$ cat src/rtl/seven_seg_scan.sv
// rtl/seven_seg_scan.sv - four-digit ASCII 7-segment scanner with inter-digit blanking (optional SEG_BRIGHTNESS_EN)
module seven_seg_scan #(
  parameter int unsigned DIGIT_CYCLES = 50000,
  parameter int unsigned BLANK_CYCLES = 500
) (
  input  logic       CLK,
  input  logic       RESET_N,
  input  logic [7:0] asciiOne,
  input  logic [7:0] asciiTwo,
  input  logic [7:0] asciiThree,
  input  logic [7:0] asciiFour,
`ifdef SEG_BRIGHTNESS_EN
  input  logic [3:0] brightness,
`endif
  output logic [3:0] an,
  output logic [7:0] seg,
  output logic       scanStart
);

  typedef enum logic {ST_BLANK, ST_DRIVE} state_t;

  state_t      state_q;
  logic [31:0] cnt_q;
  logic [31:0] cnt_d;
  logic [1:0]  index_q;
  logic [7:0]  sh_one_q, sh_two_q, sh_three_q, sh_four_q;
  logic [3:0]  an_q;
  logic [7:0]  seg_q;
  logic        scan_start_q;

  logic [3:0]  drive_an;
  logic [7:0]  drive_char;
  logic [7:0]  drive_seg;
  logic        drive_on;

`ifdef SEG_BRIGHTNESS_EN
  logic [3:0]  br_q;
  logic [35:0] on_limit;
`endif

  // ASCII to active-low {dp,g,f,e,d,c,b,a}; anything unknown is blank
  function automatic logic [7:0] decode(input logic [7:0] c);
    logic [7:0] s;
    case (c)
      8'h30: s = 8'hC0;
      8'h31: s = 8'hF9;
      8'h32: s = 8'hA4;
      8'h33: s = 8'hB0;
      8'h34: s = 8'h99;
      8'h35: s = 8'h92;
      8'h36: s = 8'h82;
      8'h37: s = 8'hF8;
      8'h38: s = 8'h80;
      8'h39: s = 8'h90;
      8'h41, 8'h61: s = 8'h88;
      8'h42, 8'h62: s = 8'h83;
      8'h43: s = 8'hC6;
      8'h63: s = 8'hA7;
      8'h44, 8'h64: s = 8'hA1;
      8'h45, 8'h65: s = 8'h86;
      8'h46, 8'h66: s = 8'h8E;
      8'h2D: s = 8'hBF;
      8'h5F: s = 8'hF7;
      default: s = 8'hFF;
    endcase
    return s;
  endfunction

  // Select anode and shadowed character for the current slot; gate by duty window
  always_comb begin
    drive_an   = 4'hF;
    drive_char = 8'hFF;
    cnt_d      = cnt_q + 32'd1;
    case (index_q)
      2'd0: begin drive_an = 4'b0111; drive_char = sh_one_q;   end
      2'd1: begin drive_an = 4'b1011; drive_char = sh_two_q;   end
      2'd2: begin drive_an = 4'b1101; drive_char = sh_three_q; end
      default: begin drive_an = 4'b1110; drive_char = sh_four_q; end
    endcase
    drive_seg = decode(drive_char);
`ifdef SEG_BRIGHTNESS_EN
    on_limit = ((36'(br_q) + 36'd1) * 36'(DIGIT_CYCLES)) >> 4;
    drive_on = ({4'd0, cnt_q} < on_limit);
`else
    drive_on = 1'b1;
`endif
  end

  // Scan FSM: blank gap, then drive one digit; snapshot inputs at the start of each scan
  always_ff @(posedge CLK) begin
    if (!RESET_N) begin
      state_q      <= ST_BLANK;
      cnt_q        <= 32'd0;
      index_q      <= 2'd0;
      sh_one_q     <= 8'hFF;
      sh_two_q     <= 8'hFF;
      sh_three_q   <= 8'hFF;
      sh_four_q    <= 8'hFF;
      an_q         <= 4'hF;
      seg_q        <= 8'hFF;
      scan_start_q <= 1'b0;
`ifdef SEG_BRIGHTNESS_EN
      br_q         <= 4'hF;
`endif
    end else begin
      scan_start_q <= 1'b0;
      an_q         <= 4'hF;
      seg_q        <= 8'hFF;
      case (state_q)
        ST_BLANK: begin
          if (cnt_q == 32'd0 && index_q == 2'd0) begin
            sh_one_q     <= asciiOne;
            sh_two_q     <= asciiTwo;
            sh_three_q   <= asciiThree;
            sh_four_q    <= asciiFour;
            scan_start_q <= 1'b1;
`ifdef SEG_BRIGHTNESS_EN
            br_q         <= brightness;
`endif
          end
          if (cnt_q >= BLANK_CYCLES - 32'd1) begin
            state_q <= ST_DRIVE;
            cnt_q   <= 32'd0;
          end else begin
            cnt_q <= cnt_d;
          end
        end
        ST_DRIVE: begin
          if (drive_on) begin
            an_q  <= drive_an;
            seg_q <= drive_seg;
          end
          if (cnt_q >= DIGIT_CYCLES - 32'd1) begin
            state_q <= ST_BLANK;
            cnt_q   <= 32'd0;
            index_q <= index_q + 2'd1;
          end else begin
            cnt_q <= cnt_d;
          end
        end
        default: begin
          state_q <= ST_BLANK;
          cnt_q   <= 32'd0;
        end
      endcase
    end
  end

  assign an        = an_q;
  assign seg       = seg_q;
  assign scanStart = scan_start_q;

endmodule

$ cat config.mk
export PLATFORM = sky130hd
export DESIGN_NAME = seven_seg_scan
export DESIGN_NICKNAME = d
export VERILOG_FILES = /design/src/rtl/seven_seg_scan.sv
export SDC_FILE = /design/constraint.sdc
export NUM_CORES = 1
export LEC_CHECK = 0
export BUFFER_PORTS_ARGS = -buffer_cell sky130_fd_sc_hd__buf_2
export CAP_MARGIN = 10
export CORE_MARGIN = 3
export CORE_UTILIZATION = 55
export CTS_CLUSTER_SIZE = 16
export DETAILED_ROUTE_END_ITERATION = 8
export PLACE_DENSITY_LB_ADDON = 0.25
export SYNTH_ARGS = -nofsm -noshare
export SYNTH_HDL_FRONTEND = slang
export SYNTH_SLANG_ARGS = --single-unit
$ cat constraint.sdc
create_clock -name CLK -period 3.05 [get_ports CLK]
set_clock_uncertainty 0.15 [all_clocks]
set_input_delay 0.1525 -clock CLK [delete_from_list [all_inputs] [get_ports CLK]]
set_output_delay 0.1525 -clock CLK [all_outputs]
set_load 0.05 [all_outputs]
==> results.sh <==
export IMPL_cts_root_buffer="clkbuf_8"
export IMPL_cts_made_buffers=9
export IMPL_first_pass_iters=8
export IMPL_start_util_pct=57.16
export IMPL_drc=0
export IMPL_start_kind="register"
export IMPL_die_h_um=84.68
export IMPL_relSlewSlack_pct=59.25
export IMPL_setup_tns_ps=0
export IMPL_ys_warn_count=0
export IMPL_htreeDepth=3
export IMPL_finalMaxSlewViolations=0
export IMPL_synth_area_mm2=0.003405
export IMPL_vias=3192
export IMPL_cpPeakStageDelay_ps=630
export IMPL_clock_latency_ps=360
export IMPL_synth_common_cells="80 x nand2_1, 79 x dfxtp_1, 41 x nand3_1"
export IMPL_track_usage_pct=24.63
export IMPL_maxCapViolCount=0
export IMPL_cts_tree="done"
export IMPL_rrSetupSlack_ps=140
export IMPL_p_leak_nw=1.850
export IMPL_avgSynthCellArea_um2=8.554
export IMPL_grt_max_degree=28
export IMPL_boundaryPins=47
export IMPL_cts_reportedPaths_clkPinSlew_ps=90
export IMPL_synth_top_area_cell="dfxtp_1"
export IMPL_cts_sinks=79
export IMPL_dpl_hpwl_mm=5.555
export IMPL_register_area_mm2=0.001582
export IMPL_dieArea_mm2=0.007170
export IMPL_fp_coreArea_mm2=0.005956
export IMPL_status="finished, final reports clean"
export IMPL_multi_input_area_mm2=0.001740
export IMPL_hp_class="in -> reg"
export IMPL_worstPathRequired_ps=3130
export IMPL_finalCritPeriodShare_pct=95.40
export IMPL_nNetsFinal=537
export IMPL_ys_flop_type="dfxtp_1"
export IMPL_antennaDiodeCount=0
export IMPL_critPathArrivalTime_ps=2990
export IMPL_seq_area_frac_synth_pct=46.45
export IMPL_path_max_fanout=9
export IMPL_synthArstFlopShare_pct=0
export IMPL_grt_antenna_before_repair=0
export IMPL_ys_types=55
export IMPL_via_per_inst=5.532
export IMPL_wl_mm=8.428
export IMPL_drive_above_1_share_pct=17.33
export IMPL_ys_ff_latch=79
export IMPL_total_power_w=0.002178
export IMPL_grt_pass1_vias=3097
export IMPL_finalHoldViolCount=0
export IMPL_die_width_um=84.68
export IMPL_synth_edf_count=0
export IMPL_clock_fmax_mhz=343.7
export IMPL_dp_cells=523
export IMPL_grt_pass1_wl_mm=14.12
export IMPL_fillers=468
export IMPL_p_per_area_mw_per_mm2=501.3
export IMPL_netlist_area_leader_share_pct=46.45
export IMPL_syn_to_final_growth_pct=27.60
export IMPL_tightest_slew_ps=594.3
export IMPL_gp_congestion=0.9224
export IMPL_crit_chain="inv_1 > ha_1 > a222oi_1 > nor3b_4 > o21ai_1 > or4_1 > nand4_4 > o211ai_1"
export IMPL_period_needed_ps=2910
export IMPL_peakVddDrop_mv=0.4856
export IMPL_fin_util_pct=72.94
export IMPL_num_rows=28
export IMPL_synthTopCellsByArea="dfxtp_1 46%, nand2_1 8.8%, nand3_1 6.0%"
export IMPL_end_kind="register"
export IMPL_drt_iter0_markers=264
export IMPL_path_class="reg -> reg"
export IMPL_grt_setup_unrepaired="false"
export IMPL_finalSetupViolCount=0
export IMPL_synth_most_common_cell="nand2_1"
export IMPL_clockBufferDepth=2
export IMPL_gr_total_overflow=0
export IMPL_synthCells=398
export IMPL_slowest_stage="or4_1"
export IMPL_wl_per_cell_um=14.61
export IMPL_instances_no_fill=577
export IMPL_drtAntennaViolNets=0
export IMPL_io_buffers=45
per-layer routing:
| metal | vias to the layer above | routed length, µm | GRT usage, % | share of wire (%) |
|---|---|---|---|---|
| met1 | 1505 | 3557 | 27.78 | 42 |
| met3 | 16 | 374 | 5.594 | 4.4 |
| met4 | 0 | 169 | 10.36 | 2.0 |
| li1 | 1586 | - | - | - |
| met2 | 85 | 4327 | 44.34 | 51 |
| met5 | - | 0 | 0 | 0 |
power breakdown:
| part | internal [W] | switching (W) | total, W |
|---|---|---|---|
| clock network | 0.000396 | 0.000433 | 0.000829 |
| registers | 0.00105 | 0.00000820 | 0.00106 |
| logic | 0.000127 | 0.000165 | 0.000292 |
sequential cells by signal, indices dropped and copies added, names as in the netlist:
| register | count |
|---|---|
| index_q | 2 |
| state_q | 1 |
| sh_one_q | 8 |
| sh_four_q | 8 |
| seg | 7 |
| an | 4 |
| sh_three_q | 8 |
| sh_two_q | 8 |
| cnt_q | 32 |
| scanStart | 1 |
critical path, delay by kind of cell (launching register included):
kind            cells  cell delay (ps)
buf+inv             1               90
fa+ha+maj           1              310
simple gates        3             1090
compound gates      3              730
flops               1              400
stage by stage:
stage	hold WS (ps)	worst slack (ps)	instance area, µm²
floorplan	126.7	418.7	3461
finish	16.06	140.3	4344
CTS	2.274	155.4	4298
detailed placement	215.7	153.4	3752
global route	20.02	12.95	4344
global placement	209.4	298.6	3752
placed cells by master, fill, tap and decap left out, types with 5 or more instances in the layout:
cell type and n:
conb_1 17, o21ai_0 5, inv_1 13, xor2_1 8, buf_4 14, xnor2_1 8
nor4_1 8, nand2_1 80, a21oi_1 7, a222oi_1 6, nand3_1 41, ha_1 5
nand4_1 8, o211ai_1 13, dfxtp_1 79, dlygate4sd3_1 33, buf_2 45, mux2i_1 7
clkbuf_8 9, nor2_1 38
area by class of cell:
cell class / instances / share of cell area (%)
multi-input combinational: 301 / 40.06
sequential: 79 / 36.41
timing repair buffer: 92 / 15.21
clock buffer: 9 / 2.851
tap: 75 / 2.160
clock inverter: 7 / 2.103
inverter: 14 / 1.210
what timing repair did:
item                                   4_1_cts  5_1_grt
endpoints found under the hold margin       32        0
setup endpoints to repair                    0        7
resized for setup                            0        2
hold buffers                                33        0
setup buffers                                0        4
cells by family (layout without fill, tap and decap cells):
group | Yosys count | count (layout) | share of synthesized area, %
AND/OR/NAND/NOR | 196 | 196 | 26.87
adder cells (fa/ha/maj) | 6 | 6 | 2.205
buffers and inverters | 33 | 122 | 4.337
XOR/XNOR | 16 | 16 | 4.116
AO/OA/AOI/OAI | 54 | 54 | 12.02
flip-flops | 79 | 79 | 46.45
other | 2 | 17 | 0.2206
multiplexers | 12 | 12 | 3.785
path summary, 6_finish.rpt:
path / from / to / cells after the start
worst max-delay path: index_q[1] / seg[2] / 8
worst min-delay path: RESET_N / sh_three_q[2] / 2
worst max register to register: index_q[1] / seg[2] / 8
worst min register to register: sh_one_q[0] / sh_one_q[0] / 2
No activity file was read; power rests on OpenSTA's default activity.
